$ cat config.mk
export PLATFORM = sky130hd
export DESIGN_NAME = mem_access_flat
export DESIGN_NICKNAME = d
export VERILOG_FILES = /design/src/rtl/mem_access_if.sv /design/src/rtl/mem_access.sv /design/src/flat_wrapper.sv
export SDC_FILE = /design/constraint.sdc
export NUM_CORES = 1
export LEC_CHECK = 0
export CAP_MARGIN = 40
export CORE_ASPECT_RATIO = 1.4
export CORE_MARGIN = 2
export CORE_UTILIZATION = 45
export DETAILED_ROUTE_END_ITERATION = 10
export HOLD_SLACK_MARGIN = 0.12
export PLACE_DENSITY = 0.86
export SETUP_SLACK_MARGIN = 0.05
export SLEW_MARGIN = 20
export SYNTH_ARGS = -nofsm -noshare
export SYNTH_HDL_FRONTEND = slang
export SYNTH_SLANG_ARGS = --single-unit
$ cat constraint.sdc
create_clock -name clk -period 10.4 [get_ports clk]
set_input_delay 3.12 -clock clk [delete_from_list [all_inputs] [get_ports clk]]
set_output_delay 3.12 -clock clk [all_outputs]
set_load 0.02 [all_outputs]
$ cat src/rtl/mem_access_if.sv
// Byte-wide request/acknowledge link between the MEM-stage engine and the memory controller.
interface mem_access_if;
  logic        mc_req_o;
  logic        mc_we_o;
  logic [31:0] mc_addr_o;
  logic [7:0]  mc_wdata_o;
  logic [7:0]  mc_rdata_i;
  logic        mc_ack_i;

  modport master (
    output mc_req_o, mc_we_o, mc_addr_o, mc_wdata_o,
    input  mc_rdata_i, mc_ack_i
  );

  modport slave (
    input  mc_req_o, mc_we_o, mc_addr_o, mc_wdata_o,
    output mc_rdata_i, mc_ack_i
  );
endinterface

$ cat src/rtl/mem_access.sv
// MEM-stage engine: splits a latched load/store into little-endian byte requests,
// assembles/extends load data and stalls the pipeline until the access completes.
module mem_access (
  input  logic         clk,
  input  logic         rst,
  input  logic [4:0]   rd_i,
  input  logic         wreg_i,
  input  logic [31:0]  wdata_i,
  input  logic [31:0]  addr_i,
  input  logic [31:0]  reg2_i,
  input  logic [1:0]   mem_sel_i,
  input  logic         mem_we_i,
  input  logic         load_sign_i,
  input  logic         new_inst_i,
  mem_access_if.master mc,
  output logic         stallreq_o,
  output logic [4:0]   wb_rd_o,
  output logic         wb_wreg_o,
  output logic [31:0]  wb_wdata_o
);

  localparam logic [1:0] ST_IDLE   = 2'd0;
  localparam logic [1:0] ST_ACCESS = 2'd1;
  localparam logic [1:0] ST_DONE   = 2'd2;

  logic [1:0]       state_reg;
  logic [1:0]       idx_reg;
  logic [31:0]      base_reg;
  logic [1:0]       last_reg;
  logic             we_reg;
  logic             sign_reg;
  logic [3:0][7:0]  buf_reg;

  logic             is_mem;
  logic             is_load;
  logic [1:0]       last_in;
  logic             latch_en;
  logic             byte_done;
  logic [31:0]      load_data;

  assign is_mem    = (mem_sel_i != 2'd0);
  assign is_load   = is_mem & ~mem_we_i;
  assign byte_done = (state_reg == ST_ACCESS) & mc.mc_ack_i;

  always_comb begin
    last_in = 2'd0;
    case (mem_sel_i)
      2'd2:    last_in = 2'd1;
      2'd3:    last_in = 2'd3;
      default: last_in = 2'd0;
    endcase
  end

  // A new access is captured from IDLE, or straight from DONE when the next instruction arrives.
  assign latch_en = rst & is_mem &
                    ((state_reg == ST_IDLE) | ((state_reg == ST_DONE) & new_inst_i));

  always_ff @(posedge clk) begin
    if (!rst) begin
      state_reg <= ST_IDLE;
      idx_reg   <= 2'd0;
    end else begin
      case (state_reg)
        ST_IDLE: begin
          if (is_mem) begin
            idx_reg   <= 2'd0;
            state_reg <= ST_ACCESS;
          end
        end
        ST_ACCESS: begin
          if (mc.mc_ack_i) begin
            if (idx_reg == last_reg) begin
              state_reg <= ST_DONE;
            end else begin
              idx_reg <= idx_reg + 2'd1;
            end
          end
        end
        ST_DONE: begin
          if (new_inst_i) begin
            idx_reg   <= 2'd0;
            state_reg <= is_mem ? ST_ACCESS : ST_IDLE;
          end
        end
        default: state_reg <= ST_IDLE;
      endcase
    end
  end

  always_ff @(posedge clk) begin
    if (latch_en) begin
      base_reg <= addr_i;
      last_reg <= last_in;
      we_reg   <= mem_we_i;
      sign_reg <= load_sign_i;
    end
  end

  generate
    for (genvar gi = 0; gi < 4; gi++) begin : g_buf
      always_ff @(posedge clk) begin
        if (!rst) begin
          buf_reg[gi] <= 8'h00;
        end else if (byte_done && !we_reg && (idx_reg == gi[1:0])) begin
          buf_reg[gi] <= mc.mc_rdata_i;
        end
      end
    end
  endgenerate

  assign mc.mc_req_o   = rst & (state_reg == ST_ACCESS);
  assign mc.mc_we_o    = we_reg;
  assign mc.mc_addr_o  = base_reg + {30'd0, idx_reg};
  assign mc.mc_wdata_o = reg2_i[{idx_reg, 3'b000} +: 8];

  // The DONE cycle releases the stall unless a new instruction is already waiting.
  assign stallreq_o = rst & is_mem & ((state_reg != ST_DONE) | new_inst_i);

  always_comb begin
    load_data = buf_reg;
    case (last_reg)
      2'd0:    load_data = {{24{sign_reg & buf_reg[0][7]}}, buf_reg[0]};
      2'd1:    load_data = {{16{sign_reg & buf_reg[1][7]}}, buf_reg[1], buf_reg[0]};
      default: load_data = buf_reg;
    endcase
  end

  assign wb_rd_o    = rd_i;
  assign wb_wreg_o  = is_load ? (wreg_i & (state_reg == ST_DONE) & ~new_inst_i) : wreg_i;
  assign wb_wdata_o = is_load ? load_data : wdata_i;

endmodule

$ cat src/flat_wrapper.sv
// flat-port wrapper written by rule: the top's interface ports become plain ports
module mem_access_flat 
  (clk, rst, rd_i, wreg_i, wdata_i, addr_i, reg2_i, mem_sel_i, mem_we_i, load_sign_i, new_inst_i, stallreq_o, wb_rd_o, wb_wreg_o, wb_wdata_o, mc_mc_req_o, mc_mc_we_o, mc_mc_addr_o, mc_mc_wdata_o, mc_mc_rdata_i, mc_mc_ack_i);
  mem_access_if mc_i ();
  input  logic clk;
  input  logic rst;
  input  logic [4:0] rd_i;
  input  logic wreg_i;
  input  logic [31:0] wdata_i;
  input  logic [31:0] addr_i;
  input  logic [31:0] reg2_i;
  input  logic [1:0] mem_sel_i;
  input  logic mem_we_i;
  input  logic load_sign_i;
  input  logic new_inst_i;
  output logic stallreq_o;
  output logic [4:0] wb_rd_o;
  output logic wb_wreg_o;
  output logic [31:0] wb_wdata_o;
  output wire logic [$bits(mc_i.mc_req_o)-1:0] mc_mc_req_o;
  output wire logic [$bits(mc_i.mc_we_o)-1:0] mc_mc_we_o;
  output wire logic [$bits(mc_i.mc_addr_o)-1:0] mc_mc_addr_o;
  output wire logic [$bits(mc_i.mc_wdata_o)-1:0] mc_mc_wdata_o;
  input wire logic [$bits(mc_i.mc_rdata_i)-1:0] mc_mc_rdata_i;
  input wire logic [$bits(mc_i.mc_ack_i)-1:0] mc_mc_ack_i;
  assign mc_mc_req_o = mc_i.mc_req_o;
  assign mc_mc_we_o = mc_i.mc_we_o;
  assign mc_mc_addr_o = mc_i.mc_addr_o;
  assign mc_mc_wdata_o = mc_i.mc_wdata_o;
  assign mc_i.mc_rdata_i = mc_mc_rdata_i;
  assign mc_i.mc_ack_i = mc_mc_ack_i;
  mem_access u_core (.clk(clk), .rst(rst), .rd_i(rd_i), .wreg_i(wreg_i), .wdata_i(wdata_i), .addr_i(addr_i), .reg2_i(reg2_i), .mem_sel_i(mem_sel_i), .mem_we_i(mem_we_i), .load_sign_i(load_sign_i), .new_inst_i(new_inst_i), .mc(mc_i), .stallreq_o(stallreq_o), .wb_rd_o(wb_rd_o), .wb_wreg_o(wb_wreg_o), .wb_wdata_o(wb_wdata_o));
endmodule
## Word level (Yosys, flattened, before mapping)

Index checks and enable logic that the tools add are counted.

- $mul: 0
- Add/subtract/negate cells: 2
- Shift operators: 1
- Order comparisons: 0
- Muxes and demuxes: 15
- Reduce and logical (&&, ||, !) cells: 13
- Equality and inequality tests: 15
- Div/mod/pow operators: 0
- Bitwise gates (word level): 15

Operator list:

| kind | count |
|---|---|
| one-hot mux 32 bit (2 select lines) | 1 |
| adder 32 x 2 -> 32 bit | 1 |
| two-way mux 32 bit | 1 |
| indexed part select 32 x 6 -> 8 bit | 1 |
| two-way mux 2 bit | 8 |
| one-hot mux 2 bit (3 select lines) | 2 |
| AND 1 bit | 11 |
| == test 2 bit, second input constant | 5 |
| != test 2 bit, second input constant | 5 |
| == test 2 x 1 -> 1 bit, second input constant | 3 |
| zero test 2 bit | 3 |
| logical AND 1 bit | 5 |
| AND reduction 5 bit | 1 |
| one-hot mux 2 bit (2 select lines) | 1 |
| AND reduction 4 bit | 1 |
| nonzero test 3 bit | 1 |
| adder 2 x 1 -> 2 bit, second input constant | 1 |
| == test 2 bit | 1 |
| two-way mux 1 bit | 2 |
| != test 2 x 1 -> 1 bit, second input constant | 1 |
| inverter 1 bit | 2 |
| bitwise OR 1 bit | 2 |
| nonzero test 2 bit | 1 |
| zero test 1 bit | 1 |

- Memories kept: 0
- Logic and storage cells: 71
- Output and inout port bits: 81
- Latch bits: 0
- Memory bits (read-only): 0
- Input bits: 118
- Flip-flop bits (word level): 72
- Bits in writable memories: 0

## Logic depth before layout (Yosys ltp)

Gate-level depths: netlist (run 1).

- Depth in word-level cells: 4
- Gate-level depth with buffers: 7
- Gate-level depth less buffers: 7

## Worst setup path after synthesis (run 1)

Ideal clock, no wire load.

- Path kind: input to output
- Start: input port mem_sel_i[1]
- End: output port wb_wdata_o[10]
- Slack: 3.246 ns
- Data required time: 7.280 ns
- Stages: 5
- Arrival time: 4.034 ns
- Path buffers: 1
- Cells stage by stage: nor2_1 nor2_1 clkbuf_1 nor2_1 a21oi_1

- Word-level cells in the longest chain between the ends: 3

Ends and longest elaborated chain:

| what | line | RTL |
|---|---|---|
| start, declared | flat_wrapper.sv:12 | `input logic [1:0] mem_sel_i;` |
| nonzero test 2 bit | mem_access.sv:41 | `assign is_mem = (mem_sel_i != 2'd0);` |
| AND 1 bit | mem_access.sv:42 | `assign is_load = is_mem & ~mem_we_i;` |
| two-way mux 32 bit | mem_access.sv:130 | `assign wb_wdata_o = is_load ? load_data : wdata_i;` |
| end, declared | flat_wrapper.sv:19 | `output logic [31:0] wb_wdata_o;` |

Every way passes these cells.

## Worst setup path after layout (run 1)

- Start: input port mem_sel_i[1]
- End: output port wb_wdata_o[2]

The elaborated chain is that of the path after synthesis.

==> results_dict.tcl, run 1 <==
set metrics [dict create \
    status "finished, final reports clean" \
    min_period_over_period_pct 79.8 \
    layout-drive-gt1-share_pct 9.02 \
    cts-root-buf "clkbuf_16" \
    seqPwrFrac_pct 39.5 \
    r2r-start "u_core.idx_reg[0]" \
    grt-ovfl-total 0 \
    die_area_sq_um 9970 \
    post-route-util_pct 71.1 \
    viasPerCell 5.44 \
    post-cts-setup-buffers 0 \
    vdd_ir_drop_max_uv 89.4 \
    finalClockSkew_ns 0.00549 \
    grt_pass1_vias 4074 \
    ant_nets 0 \
    path_clk_slew_ns 0.06 \
    p_sw_share_pct 25.8 \
    netlist_top_cells_area "edfxtp_1 26%, dfxtp_1 17%, nand2_1 5.9%, nand3_1 4.7%, a21boi_0 4.5%" \
    met3_usage_pct 5.84 \
    cp.required_ns 7.28 \
    grtUsageMet1_pct 29.0 \
    core_sq_um 8980 \
    rows 41 \
    grt_max_degree 41 \
    initial_core_util_pct 46.0 \
    critPathCaptureType "output port" \
    synthDistinctLibCells 43 \
    power_density_nw_per_um2 129 \
    synth_ff_type "edfxtp_1" \
    grt_util_met2_pct 41.9 \
    maxCapViolCount 0 \
    cts_sinks 72 \
    cts_max_level 3 \
    io_buffers 188 \
    finalSetupViolations 0 \
    power_frac_clock_pct 38.6 \
    tritoncts "done" \
    syn_area_per_cell_sq_um 9.60 \
    placed_area_sq_um 6070 \
    relSlewSlack_pct 51.5 \
    hold_buffers 0 \
    hold_start "u_core.buf_reg[25]" \
    max_freq_mhz 120 \
    ios 199 \
    maxSlewViolCount 0 \
    drt_iter0_drc 176 \
    switching_power_mw 0.213 \
    via_count 3899 \
    synth_edf_count 36 \
    grt_antenna_before_repair 0 \
    cts-buffers-inserted 9 \
    die_w_um 84.9 \
    ys_seq_area_share_pct 43.6 \
    critPathLaunchType "input pin" \
    tightest_slew_ns 0.727 \
    routed_wl_um 12000 \
    clk_path_buf_depth 2 \
    final_area_sq_um 6380 \
    place_hpwl_um 9360 \
    synth_top_cell_by_area "edfxtp_1" \
    gp_congestion 0.952 \
    grt_pass1_wl_um 19700 \
    clk_latency_ns 0.34 \
    drtPass1Iterations 5 \
    grt-busiest-layer "met2" \
    synth.top_cell.area_share_pct 26.2 \
    netlist_area_sq_um 4130 \
    crit_start "mem_sel_i[1]" \
    rsz0062_at_grt "no" \
    drc 0 \
    leakage_nw 2.23 \
    path_class "input pin to output port" \
    post_cts_resized 0 \
    syn_to_final_growth_pct 54.6 \
    die_y_um 117 \
    tns_ns 0 \
    power_frac_comb_pct 21.9 \
    ys_warn_count 0 \
    synth_fp_nets 555 \
    period_minus_slack_ns 8.30 \
    diodes 0 \
    path_max_fanout 40 \
    synth-seq-cells 72 \
    async_reset_ff_share_pct 0 \
    nNetsFinal 730 \
    hold_viol 0 \
    post_drt_wl_per_cell_um 16.7 \
    syn-instance-count 430 \
    power.total_mw 0.826 \
    grtUsageTotal_pct 24.8 \
    intPower_mw 0.613 \
    worstPathArrival_ns 5.18 \
    hp-class "flip-flop to flip-flop" \
]
## final cells by class
type	instances	area, sq um
well taps	107	134
repair buffers	194	1930
multi-input cells	319	2160
fillers	635	2590
flip-flops and latches	72	1800
inverters	9	33.8
clock buffers	10	250
clock inverters	6	63.8
## stage by stage
stage	hold slack, ns	std cells	setup slack, ns
finish	0.462	717	2.10
global route	0.483	717	1.96
global placement	0.442	699	2.05
detailed placement	0.451	701	2.10
CTS	0.459	717	2.09
floorplan	0.432	430	3.25
## layer usage
layer | share of wire [%] | wire, um | vias up
met4 | 3.8 | 454 | 0
met1 | 39 | 4710 | 1812
li1 | - | - | 1867
met5 | 0 | 0 | -
met3 | 6.4 | 771 | 34
met2 | 51 | 6070 | 186
## power groups by stage
stage	combinational [mW]	sequential, mW	clock [mW]
floorplan	0.0868	0.326	0
global placement	0.175	0.332	0
detailed placement	0.181	0.332	0
CTS	0.182	0.326	0.327
global route	0.192	0.328	0.339
finish	0.181	0.326	0.319
## cell families after synthesis
family | synth area share (%)
AND/OR/NAND/NOR | 24.0
multiplexers | 7.27
AO/OA/AOI/OAI | 11.5
adder cells (fa/ha/maj) | 2.30
buffers and inverters | 4.46
XOR/XNOR | 6.79
flip-flops | 43.6
## critical path: stages
cell and delay [ns]:
clkdlybuf4s50_1 0.54, nor2_1 0.12, nor2_2 0.08, buf_4 0.37
mux2_2 0.38, clkdlybuf4s50_1 0.55
## worst paths after layout
check,endpoint,depth (start not counted),slack (ns)
max,wb_wdata_o[2],6,2.10
min,u_core.buf_reg[25],2,0.46
max reg2reg,u_core.buf_reg[7],5,8.39
min reg2reg,u_core.buf_reg[25],2,0.46
## synthesized netlist by cell type (3+ instances only)
cell and number:
and4_4 3, xor2_1 16, inv_1 9, ha_1 6, a21boi_0 25, nor3_2 5, mux4_2 8, o21a_1 10
a21boi_1 7, and3_1 4, nor2_1 40, buf_4 5, nand4_1 8, edfxtp_1 36, mux2_2 8, dfxtp_1 36
and4_1 4, nor3_1 8, nand3_1 39, xnor2_1 16, mux2i_1 3, nand2_1 65, a21oi_1 24, buf_2 9
clkbuf_1 14
## cell usage in the layout, fill, tap and decap left out, types with 2 or more instances in the layout
master           Yosys  final
clkinv_2             0      2
ha_1                 6      6
inv_1                9      9
nand4_1              8      8
nor2_1              40     39
nand2_1             65     65
nor3_2               5      6
and4_4               3      3
xnor2_1             16     16
mux4_2               8      8
mux2i_1              3      3
and4_1               4      4
nor3b_1              2      2
a21oi_1             24     24
nor3_1               8      7
nor4_4               2      2
nand3_1             39     39
and3_1               4      4
a21boi_1             7      7
mux2_2               8      8
and2_1               2      2
buf_4                5      5
clkdlybuf4s50_1      0    188
o21a_1              10     10
clkbuf_16            0     10
edfxtp_1            36     36
a21boi_0            25     25
dfxtp_1             36     36
xor2_1              16     16
nand4_4              2      2
No activity file was read; power rests on OpenSTA's default activity.
==> run 2, diff against run 1 <==
CORE_UTILIZATION = 41   (was 45)
PLACE_DENSITY = 0.79   (was 0.86)
clock period = 8.1 ns   (was 10.4 ns; I/O delays follow)
==> results_dict.tcl, run 2 (synthesized netlist as in run 1, its figures left out) <==
set metrics [dict create \
    post_cts_resized 0 \
    r2r_cells 5 \
    layout-drive-gt1-share_pct 8.69 \
    hold_depth 2 \
    cts-root-buf "clkbuf_16" \
    nNetsFinal 730 \
    syn_to_final_growth_pct 55.1 \
    path_delay_family "buffers and inverters" \
    vdd_ir_drop_max_uv 113 \
    post_drt_wl_per_cell_um 16.1 \
    hold_start "u_core.buf_reg[3]" \
    initial_core_util_pct 41.9 \
    cts_max_level 3 \
    path_clk_slew_ns 0.05 \
    hold_viol 0 \
    critPathLaunchType "input pin" \
    r2r-end "u_core.buf_reg[5]" \
    via_count 3818 \
    cts_sinks 72 \
    rows 43 \
    cp.required_ns 5.67 \
    worstPathArrival_ns 4.46 \
    period_minus_slack_ns 6.89 \
    min_period_over_period_pct 85.1 \
    core_sq_um 9850 \
    path_max_fanout 40 \
    grt_max_degree 41 \
    rrSetupSlack_ns 6.09 \
    critPathCaptureType "output port" \
    n_fill_cell 823 \
    finalClockSkew_ns 0.00492 \
    status "finished, final reports clean" \
    drt_iter0_drc 152 \
    path_buf_inv 3 \
    hold_path_end "u_core.buf_reg[3]" \
    critPathMostFrequentCell "clkdlybuf4s50_1" \
    drtPass1Iterations 4 \
    grt-ovfl-total 0 \
    ant_nets 0 \
    die_w_um 88.8 \
    final_cell_mix "188 x clkdlybuf4s50_1, 65 x nand2_1, 39 x nand3_1, 39 x nor2_1" \
    crit_chain "clkdlybuf4s50_1 -> nor2_1 -> nor2_2 -> buf_4 -> mux2_2 -> clkdlybuf4s50_1" \
    r2r-start "u_core.idx_reg[0]" \
    timing.hold.ws_ns 0.459 \
    final_area_sq_um 6400 \
    grtUsageTotal_pct 22.0 \
    power_density_nw_per_um2 161 \
    relSlewSlack_pct 49.2 \
    grt_antenna_before_repair 1 \
    die_area_sq_um 10900 \
    maxSlewViolCount 0 \
    leakage_nw 2.22 \
    rsz0062_at_grt "no" \
    cpPeakStageDelay_ns 0.55 \
    finalSetupViolations 0 \
    maxCapViolCount 0 \
    gp_congestion 0.842 \
    slowest_stage "clkdlybuf4s50_1" \
    viasPerCell 5.12 \
    placed_area_sq_um 6100 \
    clk_latency_ns 0.33 \
    cts-buffers-inserted 9 \
    grt_pass1_wl_um 18600 \
    max_freq_mhz 145 \
    final_common_cell "clkdlybuf4s50_1" \
    tritoncts "done" \
    place_hpwl_um 9590 \
    post-cts-setup-buffers 0 \
    ios 199 \
    die_y_um 123 \
    io_buffers 188 \
    clk_path_buf_depth 2 \
    path_class "input pin to output port" \
    tns_ns 0 \
    routed_wl_um 12000 \
    grt_pass1_vias 3820 \
    hold_buffers 0 \
    drc 0 \
    tightest_slew_ns 0.761 \
    hp-class "flip-flop to flip-flop" \
]
## run 2: changes by cell type in the layout (fill, tap and decap cells not counted), sizes merged
cell,change
bufinv,-1
inv,-2
clkbuf,+4
clkinvlp,+1
diode,+1
clkinv,-2
## run 2: where the power goes
part           internal, mW  leakage [nW]  switching, mW
Clock                 0.242         0.144          0.140
Sequential            0.400         0.629         0.0184
Combinational         0.129          1.44          0.103
Total                 0.771          2.22          0.261
## run 2: tightest hold or removal path: cells and delay by family, from the launching register on
| family | cells | cell delay (ns) |
|---|---|---|
| AOI/OAI and AO/OA | 1 | 0.05 |
| and+or+nand+nor | 1 | 0.05 |
| DFF | 1 | 0.31 |
## run 2: how the worst max path moves through the flow
stage | from | end | slack [ns] | depth (start not counted)
6_report | mem_sel_i[1] | wb_wdata_o[5] | 1.21 | 6
5_1_grt | mem_sel_i[1] | wb_wdata_o[5] | 1.07 | 6
4_1_cts | mem_sel_i[1] | wb_wdata_o[5] | 1.20 | 6
3_5_place_dp | mem_sel_i[1] | wb_wdata_o[5] | 1.21 | 6
3_3_place_gp | mem_sel_i[1] | wb_wdata_o[25] | 1.13 | 5
2_1_floorplan | rst | u_core.base_reg[0] | 2.29 | 3
## run 2: per-layer routing
metal	part of all wire, %	track usage, %	vias up	wire [um]
met3	7.1	5.45	27	852
met4	3.0	9.47	0	356
li1	-	-	1874	-
met5	0	0	-	0
met2	51	38.2	154	6110
met1	39	25.2	1763	4700
## run 2: final cells by class
cell class                      instances  area [sq um]  share of cell area, %
Multi-Input combinational cell        319          2160                   33.8
Clock buffer                           14           285                   4.45
Timing Repair Buffer                  194          1930                   30.2
Inverter                                9          33.8                  0.528
Sequential cell                        72          1800                   28.1
Tap cell                              135           169                   2.64
Antenna cell                            1          2.50                 0.0391
Clock inverter                          2          12.5                  0.195
## run 2: metrics by stage
| stage | setup slack (ns) | utilization [%] | cells | power [mW] |
|---|---|---|---|---|
| 6_report | 1.21 | 65.0 | 746 | 1.03 |
| 5_1_grt | 1.07 | 65.0 | 746 | 1.08 |
| 3_5_place_dp | 1.21 | 62.0 | 729 | 0.658 |
| 2_1_floorplan | 2.29 | - | 430 | 0.530 |
| 3_3_place_gp | 1.13 | 61.8 | 727 | 0.651 |
| 4_1_cts | 1.20 | 65.0 | 745 | 1.04 |
==> run 3, diff against run 2 <==
GPL_ROUTABILITY_DRIVEN = 0   (was not set)
MAX_ROUTING_LAYER = met4   (was not set)
==> results_dict.tcl, run 3 (synthesized netlist as in run 1, its figures left out) <==
set metrics [dict create \
    status "finished, final reports clean" \
    routed_wl_um 12000 \
    grt_pass1_vias 3815 \
    final_common_cell "clkdlybuf4s50_1" \
    viasPerCell 5.16 \
    via_count 3849 \
    min_period_over_period_pct 85.1 \
    ios 199 \
    rsz0062_at_grt "no" \
    finalSetupViolations 0 \
    path_max_fanout 40 \
    vdd_ir_drop_max_uv 114 \
    tns_ns 0 \
    hold_viol 0 \
    path_class "input pin to output port" \
    clk_latency_ns 0.33 \
    period_minus_slack_ns 6.89 \
    cp.required_ns 5.67 \
    finalClockSkew_ns 0.00515 \
    power.total_mw 1.03 \
    io_buffers 188 \
    die_w_um 88.8 \
    syn_to_final_growth_pct 55.1 \
    place_hpwl_um 9590 \
    leakage_nw 2.22 \
    grt_max_degree 41 \
    power_density_nw_per_um2 161 \
    ant_nets 0 \
    nNetsFinal 730 \
    initial_core_util_pct 41.9 \
    maxCapViolCount 0 \
    drc 0 \
    placed_area_sq_um 6100 \
    maxSlewViolCount 0 \
    relSlewSlack_pct 49.1 \
    final_cell_mix "188 x clkdlybuf4s50_1, 65 x nand2_1, 39 x nand3_1, 39 x nor2_1" \
    grt_pass1_wl_um 18500 \
    worstPathArrival_ns 4.46 \
    layout-drive-gt1-share_pct 8.69 \
    die_area_sq_um 10900 \
    cts-buffers-inserted 9 \
    post_cts_resized 0 \
    die_y_um 123 \
    grt-ovfl-total 0 \
    critPathLaunchType "input pin" \
    core_sq_um 9850 \
    final_area_sq_um 6400 \
    hp-class "flip-flop to flip-flop" \
    cts-root-buf "clkbuf_16" \
    path_clk_slew_ns 0.05 \
    cts_sinks 72 \
    grt_antenna_before_repair 1 \
    cts_max_level 3 \
    drtPass1Iterations 4 \
    tritoncts "done" \
    grtUsageTotal_pct 22.7 \
    rows 43 \
    post-cts-setup-buffers 0 \
    post_drt_wl_per_cell_um 16.1 \
    tightest_slew_ns 0.763 \
    drt_iter0_drc 142 \
    critPathCaptureType "output port" \
    hold_buffers 0 \
    clk_path_buf_depth 2 \
    max_freq_mhz 145 \
]
-- run 3: cell counts in the layout (fill, tap and decap cells not counted) --
No cell type changed its count.
-- run 3: area by class of cell --
cell class                 count  area [sq um]
fill                         823          3440
multi-input combinational    319          2160
timing repair buffer         194          1930
sequential                    72          1800
clock buffer                  14           285
tap                          135           169
inverter                       9          33.8
clock inverter                 2          12.5
antenna                        1          2.50
-- run 3: through the flow --
| step | hold WS, ns | worst slack (ns) | std cells | utilization, % |
|---|---|---|---|---|
| after floorplan | 0.432 | 2.29 | 430 | - |
| after global placement | 0.442 | 1.13 | 727 | 61.8 |
| after detailed placement | 0.454 | 1.21 | 729 | 62.0 |
| after CTS | 0.462 | 1.20 | 745 | 65.0 |
| after global routing | 0.480 | 1.07 | 746 | 65.0 |
| final | 0.459 | 1.21 | 746 | 65.0 |
-- run 3: worst paths after layout --
path                                         from                 to  slack (ns)  cells past startpoint
worst min-delay path            u_core.buf_reg[3]  u_core.buf_reg[3]        0.46                      2
worst max-delay path                 mem_sel_i[1]      wb_wdata_o[5]        1.21                      6
worst max register to register  u_core.idx_reg[0]  u_core.buf_reg[5]        6.08                      5
worst min register to register  u_core.buf_reg[3]  u_core.buf_reg[3]        0.46                      2
-- run 3: layer usage --
layer	up-vias	track usage (%)	routed length, um
li1	1875	-	-
met5	-	-	0
met2	171	38.3	6180
met4	0	9.47	316
met1	1778	25.5	4690
met3	25	5.04	857
-- run 3: critical path, cell delays in order --
cell,delay [ns]
clkdlybuf4s50_1,0.53
nor2_1,0.12
nor2_2,0.09
buf_4,0.35
mux2_2,0.38
clkdlybuf4s50_1,0.55
-- run 3: power by group --
part | switching [mW] | internal [mW]
registers | 0.0183 | 0.400
clock network | 0.141 | 0.242
logic | 0.103 | 0.129
total | 0.262 | 0.771
